## src/rtl/machine_timer_bank.sv

```systemverilog
// Machine timer bank: 64-bit mtime behind a programmable prescaler, plus NUM_CHANNELS 64-bit
// compare channels (one-shot level or periodic auto-reload), with 1-cycle registered bus reads.
module machine_timer_bank #(
  parameter logic [31:0] BASE_ADDRESS   = 32'h8000_0000,
  parameter int          NUM_CHANNELS   = 2,
  parameter int          PRESCALE_WIDTH = 8
) (
  input  logic                    clk24,
  input  logic                    reset_n,
  input  logic [31:0]             memory_address,
  input  logic [31:0]             memory_write_value,
  input  logic [3:0]              memory_write_sections,
  output logic [31:0]             read_value,
  output logic                    read_hit,
  output logic [NUM_CHANNELS-1:0] channel_irq,
  output logic                    mip_mtip
);
  localparam int NUM_WORDS = 4 + 4 * NUM_CHANNELS;
  localparam int PW        = PRESCALE_WIDTH;

  function automatic logic [31:0] merge_bytes(input logic [31:0] old_v,
                                              input logic [31:0] new_v,
                                              input logic [3:0]  be);
    logic [31:0] res;
    res = old_v;
    for (int b = 0; b < 4; b++) begin
      if (be[b]) begin
        res[8*b +: 8] = new_v[8*b +: 8];
      end else begin
        res[8*b +: 8] = old_v[8*b +: 8];
      end
    end
    return res;
  endfunction

  logic [63:0]             mtime_q, mtime_d;
  logic                    count_en_q, count_en_d;
  logic [PW-1:0]           divisor_q, divisor_d;
  logic [PW-1:0]           presc_q, presc_d;
  logic [NUM_CHANNELS-1:0] pending_q, pending_d;
  logic [63:0]             cmp_q    [NUM_CHANNELS];
  logic [63:0]             cmp_d    [NUM_CHANNELS];
  logic [31:0]             period_q [NUM_CHANNELS];
  logic [31:0]             period_d [NUM_CHANNELS];
  logic [NUM_CHANNELS-1:0] ch_en_q, ch_en_d;
  logic [NUM_CHANNELS-1:0] periodic_q, periodic_d;
  logic [NUM_CHANNELS-1:0] irq_q, irq_d;
  logic                    mtip_q, mtip_d;
  logic [31:0]             read_value_q, read_value_d;
  logic                    read_hit_q, read_hit_d;

  logic [31:0]             addr_diff_s;
  logic [29:0]             word_s;
  logic [29:0]             rel_s;
  logic                    in_window_s;
  logic                    wr_s;
  logic                    tick_s;
  logic [NUM_CHANNELS-1:0] match_s;
  logic [63:0]             reload_s [NUM_CHANNELS];
  logic [31:0]             ctrl_rd_s, ctrl_wr_s, pend_rd_s, rdata_s;
  logic [31:0]             chan_word_s [8][4];
  logic                    unused_s;

  // Addresses below BASE_ADDRESS wrap to huge offsets, so the lower bound is checked explicitly.
  assign addr_diff_s = memory_address - BASE_ADDRESS;
  assign word_s      = addr_diff_s[31:2];
  assign rel_s       = word_s - 30'd4;
  assign in_window_s = (memory_address >= BASE_ADDRESS) && (word_s < 30'(NUM_WORDS));
  assign wr_s        = in_window_s && (memory_write_sections != 4'd0);
  assign pend_rd_s   = 32'(pending_q);
  assign unused_s    = ^{addr_diff_s[1:0], rel_s[29:5], ctrl_wr_s};

  always_comb begin
    ctrl_rd_s          = 32'd0;
    ctrl_rd_s[0]       = count_en_q;
    ctrl_rd_s[PW+7:8]  = divisor_q;
  end

  // Prescaler, mtime and compare-channel next state; software bytes override reloaded bytes.
  always_comb begin
    tick_s     = 1'b0;
    presc_d    = presc_q;
    count_en_d = count_en_q;
    divisor_d  = divisor_q;
    mtime_d    = mtime_q;
    match_s    = '0;
    pending_d  = pending_q;
    ch_en_d    = ch_en_q;
    periodic_d = periodic_q;
    irq_d      = '0;
    ctrl_wr_s  = merge_bytes(ctrl_rd_s, memory_write_value, memory_write_sections);

    if (count_en_q) begin
      if (presc_q == divisor_q) begin
        presc_d = '0;
        tick_s  = 1'b1;
      end else begin
        presc_d = presc_q + PW'(1);
      end
    end else begin
      presc_d = presc_q;
    end

    if (wr_s && (word_s == 30'd2)) begin
      presc_d    = '0;
      count_en_d = ctrl_wr_s[0];
      divisor_d  = ctrl_wr_s[PW+7:8];
    end else begin
      count_en_d = count_en_q;
      divisor_d  = divisor_q;
    end

    if (wr_s && (word_s == 30'd0)) begin
      mtime_d = {mtime_q[63:32],
                 merge_bytes(mtime_q[31:0], memory_write_value, memory_write_sections)};
    end else if (wr_s && (word_s == 30'd1)) begin
      mtime_d = {merge_bytes(mtime_q[63:32], memory_write_value, memory_write_sections),
                 mtime_q[31:0]};
    end else if (tick_s) begin
      mtime_d = mtime_q + 64'd1;
    end else begin
      mtime_d = mtime_q;
    end

    for (int n = 0; n < NUM_CHANNELS; n++) begin
      match_s[n]  = ch_en_q[n] && (mtime_q >= cmp_q[n]);
      reload_s[n] = (match_s[n] && periodic_q[n]) ? (cmp_q[n] + {32'd0, period_q[n]}) : cmp_q[n];

      if (wr_s && (word_s == 30'(4 + 4 * n))) begin
        cmp_d[n] = {reload_s[n][63:32],
                    merge_bytes(reload_s[n][31:0], memory_write_value, memory_write_sections)};
      end else if (wr_s && (word_s == 30'(5 + 4 * n))) begin
        cmp_d[n] = {merge_bytes(reload_s[n][63:32], memory_write_value, memory_write_sections),
                    reload_s[n][31:0]};
      end else begin
        cmp_d[n] = reload_s[n];
      end

      if (wr_s && (word_s == 30'(6 + 4 * n))) begin
        period_d[n] = merge_bytes(period_q[n], memory_write_value, memory_write_sections);
      end else begin
        period_d[n] = period_q[n];
      end

      if (wr_s && (word_s == 30'(7 + 4 * n)) && memory_write_sections[0]) begin
        ch_en_d[n]    = memory_write_value[0];
        periodic_d[n] = memory_write_value[1];
      end else begin
        ch_en_d[n]    = ch_en_q[n];
        periodic_d[n] = periodic_q[n];
      end

      // A new periodic match takes priority over a same-cycle W1C.
      if (match_s[n] && periodic_q[n]) begin
        pending_d[n] = 1'b1;
      end else if (wr_s && (word_s == 30'd3) && memory_write_sections[0] && memory_write_value[n]) begin
        pending_d[n] = 1'b0;
      end else begin
        pending_d[n] = pending_q[n];
      end

      irq_d[n] = periodic_q[n] ? pending_d[n] : match_s[n];
    end

    mtip_d = |irq_d;
  end

  // Read data mux; channel words are laid out four per channel starting at word 4.
  always_comb begin
    for (int c = 0; c < 8; c++) begin
      for (int k = 0; k < 4; k++) begin
        chan_word_s[c][k] = 32'd0;
      end
    end
    for (int n = 0; n < NUM_CHANNELS; n++) begin
      chan_word_s[n][0] = cmp_q[n][31:0];
      chan_word_s[n][1] = cmp_q[n][63:32];
      chan_word_s[n][2] = period_q[n];
      chan_word_s[n][3] = {30'd0, periodic_q[n], ch_en_q[n]};
    end
    case (word_s)
      30'd0:   rdata_s = mtime_q[31:0];
      30'd1:   rdata_s = mtime_q[63:32];
      30'd2:   rdata_s = ctrl_rd_s;
      30'd3:   rdata_s = pend_rd_s;
      default: rdata_s = chan_word_s[rel_s[4:2]][rel_s[1:0]];
    endcase
    if (in_window_s) begin
      read_value_d = rdata_s;
      read_hit_d   = 1'b1;
    end else begin
      read_value_d = 32'd0;
      read_hit_d   = 1'b0;
    end
  end

  // State and registered outputs.
  always_ff @(posedge clk24 or negedge reset_n) begin
    if (!reset_n) begin
      mtime_q      <= 64'd0;
      count_en_q   <= 1'b1;
      divisor_q    <= '0;
      presc_q      <= '0;
      pending_q    <= '0;
      ch_en_q      <= '0;
      periodic_q   <= '0;
      irq_q        <= '0;
      mtip_q       <= 1'b0;
      read_value_q <= 32'd0;
      read_hit_q   <= 1'b0;
      for (int n = 0; n < NUM_CHANNELS; n++) begin
        cmp_q[n]    <= '1;
        period_q[n] <= 32'd0;
      end
    end else begin
      mtime_q      <= mtime_d;
      count_en_q   <= count_en_d;
      divisor_q    <= divisor_d;
      presc_q      <= presc_d;
      pending_q    <= pending_d;
      ch_en_q      <= ch_en_d;
      periodic_q   <= periodic_d;
      irq_q        <= irq_d;
      mtip_q       <= mtip_d;
      read_value_q <= read_value_d;
      read_hit_q   <= read_hit_d;
      for (int n = 0; n < NUM_CHANNELS; n++) begin
        cmp_q[n]    <= cmp_d[n];
        period_q[n] <= period_d[n];
      end
    end
  end

  assign read_value  = read_value_q;
  assign read_hit    = read_hit_q;
  assign channel_irq = irq_q;
  assign mip_mtip    = mtip_q;

endmodule
```

## config.mk

```make
export PLATFORM = sky130hd
export DESIGN_NAME = machine_timer_bank
export DESIGN_NICKNAME = d
export VERILOG_FILES = /design/src/rtl/machine_timer_bank.sv
export SDC_FILE = /design/constraint.sdc
export NUM_CORES = 1
export LEC_CHECK = 0
export CAP_MARGIN = 10
export CORE_MARGIN = 5
export CORE_UTILIZATION = 50
export DETAILED_ROUTE_END_ITERATION = 8
export PLACE_DENSITY = 0.76
export SLEW_MARGIN = 20
export SYNTH_ARGS = -nofsm -noshare
export SYNTH_HDL_FRONTEND = slang
export SYNTH_SLANG_ARGS = --single-unit
export TNS_END_PERCENT = 10
```

## constraint.sdc

```tcl
create_clock -name clk24 -period 8.6 [get_ports clk24]
set_input_delay 1.72 -clock clk24 [delete_from_list [all_inputs] [get_ports clk24]]
set_output_delay 1.72 -clock clk24 [all_outputs]
set_load 0.005 [all_outputs]
```

==> results.json <==
{
  "status": "finished clean",
  "ant_nets": 0,
  "grt_use_total": 0.336,
  "cts_made_buffers": 39,
  "mostFrequentLayoutCells": "374 x a21oi_1, 301 x nor2_1, 234 x nand2_1",
  "wire_per_inst_um": 25.8,
  "final_nets": 3184,
  "whs_endpoint": "chan_word_s[826]",
  "initialDrtViolationCount": 3250,
  "grt_pass1_vias": 22500,
  "cap_violations": 0,
  "hold_viol_final": 0,
  "cts.sink_count": 315,
  "finalSetupViolCount": 0,
  "antenna_found_initial": 3,
  "syn_inst": 2877,
  "worstSkewPairLatency_ns": 0.57,
  "die-area_um2": 52800,
  "dp_slack_ns": 2.83,
  "holdWs_ns": 0.536,
  "h-tree-depth": 2,
  "die_y_um": 230,
  "cts_setup_buffers": 0,
  "min_path_cells": 2,
  "hold_buffers": 0,
  "synth_edf_count": 0,
  "cp-start-kind": "flip-flop",
  "slew_violations": 0,
  "critical_path_arrival_ns": 5.97,
  "drt-vias-per-instance": 6.59,
  "dr.pass1.iters": 6,
  "clkTransAtPathRegs_ns": 0.06,
  "finalClockSkew_ns": 0.0244,
  "drive_gt1_frac": 0.127,
  "required_ns": 9.08,
  "synth.distinct_cells": 88,
  "grt_max_degree": 107,
  "cts_max_path_buffers": 3,
  "start_util": 0.506,
  "endpoint_kind": "flip-flop",
  "pwr_density_cell_nw_per_um2": 124,
  "numPortBuffers": 103,
  "yosysWarnings": 0,
  "drt-total-wl_mm": 91.7,
  "rows": 80,
  "netlist.area_leader.share": 0.193,
  "cts_tree": "built",
  "fp.dieW_um": 230,
  "min_period_over_period": 0.639,
  "worstRegToRegCells": 14,
  "ctsResizeCount": 0,
  "synth-seq-cells": 315,
  "ff2ff_setup_slack_ns": 3.11,
  "ys_top_cells_by_area": "dfrtp_1 19%, dfstp_2 14%, ha_1 10%, a21oi_1 7.7%, nor2_1 4.7%",
  "fillers": 4344,
  "worstSetupPathType": "flip-flop to flip-flop",
  "yosysTopAreaCell": "dfrtp_1",
  "overflow": 0,
  "tns_ns": 0,
  "place.gp.congestion": 1.02,
  "grt_setup_unrepaired": "false",
  "synth_fp_nets": 3148,
  "root_buffer": "clkbuf_16",
  "relSlewSlack": 0.155,
  "holdCritPathClass": "flip-flop to flip-flop",
  "mostFrequentLayoutCell": "a21oi_1",
  "worstHoldStart": "chan_word_s[826]",
  "fmax_ghz": 0.182,
  "grt_pass1_wl_mm": 137,
  "fin_crit_ns": 5.49,
  "avgSynthCellArea_um2": 8.40,
  "tightestPinTransition_ns": 1.26,
  "vias": 23400,
  "hpwl_mm": 67.0,
  "r2r-end": "chan_word_s[983]",
  "io-pin-count": 106,
  "timing.rr.start": "chan_word_s[990]",
  "design_power_total_mw": 3.34,
  "fin_ws_ns": 3.11,
  "ys_seq_area_frac": 0.333,
  "irDropWorstVdd_mv": 0.121,
  "synthArstFlopShare": 1.00,
  "core_area_um2": 47700,
  "drc": 0,
  "cp_max_fo": 70,
  "syn_area_um2": 24200,
  "p_leak_nw": 12.6,
  "synth_ff_type": "dfrtp_1",
  "area_growth_pct": 11.5
}
[layout make-up]
cell class                 count  area (um2)  share of cell area
sequential                   315        8040               0.299
timing repair buffer         135        1260              0.0469
tap                          615         769              0.0286
multi-input combinational   2235       14900               0.553
clock buffer                  59        1120              0.0416
clock inverter                11         134             0.00497
antenna                        1        2.50           0.0000929
inverter                     187         702              0.0261
[how the worst max path moves through the flow]
stage | start | to | slack, ns
after global routing | chan_word_s[990] | chan_word_s[991] | 3.03
after floorplan | memory_address[4] | mtime_q[44] | 4.61
after global placement | memory_address[6] | mtime_q[56] | 2.88
after CTS | chan_word_s[990] | chan_word_s[983] | 3.33
after detailed placement | memory_address[6] | mtime_q[46] | 2.83
final | chan_word_s[990] | chan_word_s[983] | 3.11
[worst max-delay path, cell delays in order (launching register included)]
cell and delay [ns]:
dfstp_2 0.55, inv_1 0.05, ha_1 0.29, nand3_1 0.14, nor3_1 1.00, nand4_1 0.30, a211o_1 0.33, o211a_1 0.19
a21oi_4 0.16, buf_4 0.63, and3_1 0.61, buf_4 0.35, or4b_1 0.48, xnor2_1 0.14, a21oi_1 0.16
[registers in the layout, indices dropped and copies added (netlist names), 8 cells and up]
name / count
mtime_q: 64
read_value: 32
divisor_q: 8
presc_q: 8
chan_word_s: 192
[synthesized netlist by cell type, drive strengths merged, types with 61 or more instances]
cell    count
o21ai     196
dfstp     129
clkbuf     98
nand3     115
ha        199
inv       186
a21o       61
nor2      305
nand2     234
nor3       65
xnor2     101
mux2       78
a21oi     376
dfrtp     186
[routing by layer]
| layer | part of all wire | GRT usage | up-vias |
|---|---|---|---|
| met5 | 0.00014 | 0 | - |
| met4 | 0.066 | 0.193 | 2 |
| met3 | 0.11 | 0.0696 | 331 |
| met2 | 0.43 | 0.497 | 1456 |
| met1 | 0.40 | 0.458 | 11200 |
| li1 | - | - | 10400 |
[stage by stage]
| step | util | std cells | instance area [um2] |
|---|---|---|---|
| after floorplan | - | 2877 | 24200 |
| after global placement | 0.538 | 3487 | 25700 |
| after detailed placement | 0.538 | 3487 | 25700 |
| after CTS | 0.564 | 3557 | 26900 |
| after global routing | 0.564 | 3557 | 26900 |
| final | 0.564 | 3558 | 26900 |
[cells by family (layout without fill, tap and decap cells)]
kind of cell / after synthesis / in the layout / synth area share
mux: 148 / 148 / 0.0757
flops: 315 / 315 / 0.333
buf+inv: 327 / 392 / 0.0529
xor+xnor: 120 / 120 / 0.0435
compound gates: 855 / 855 / 0.212
other cells: 0 / 1 / 0
simple gates: 911 / 911 / 0.179
fa+ha+maj: 201 / 201 / 0.105
[report_power, final]
group | total (mW) | leakage (nW) | switching [mW] | internal, mW
logic | 0.187 | 8.28 | 0.131 | 0.0552
clock network | 1.67 | 0.621 | 0.682 | 0.988
registers | 1.49 | 3.74 | 0.0000000527 | 1.49
(Power assumes the default switching activity.)
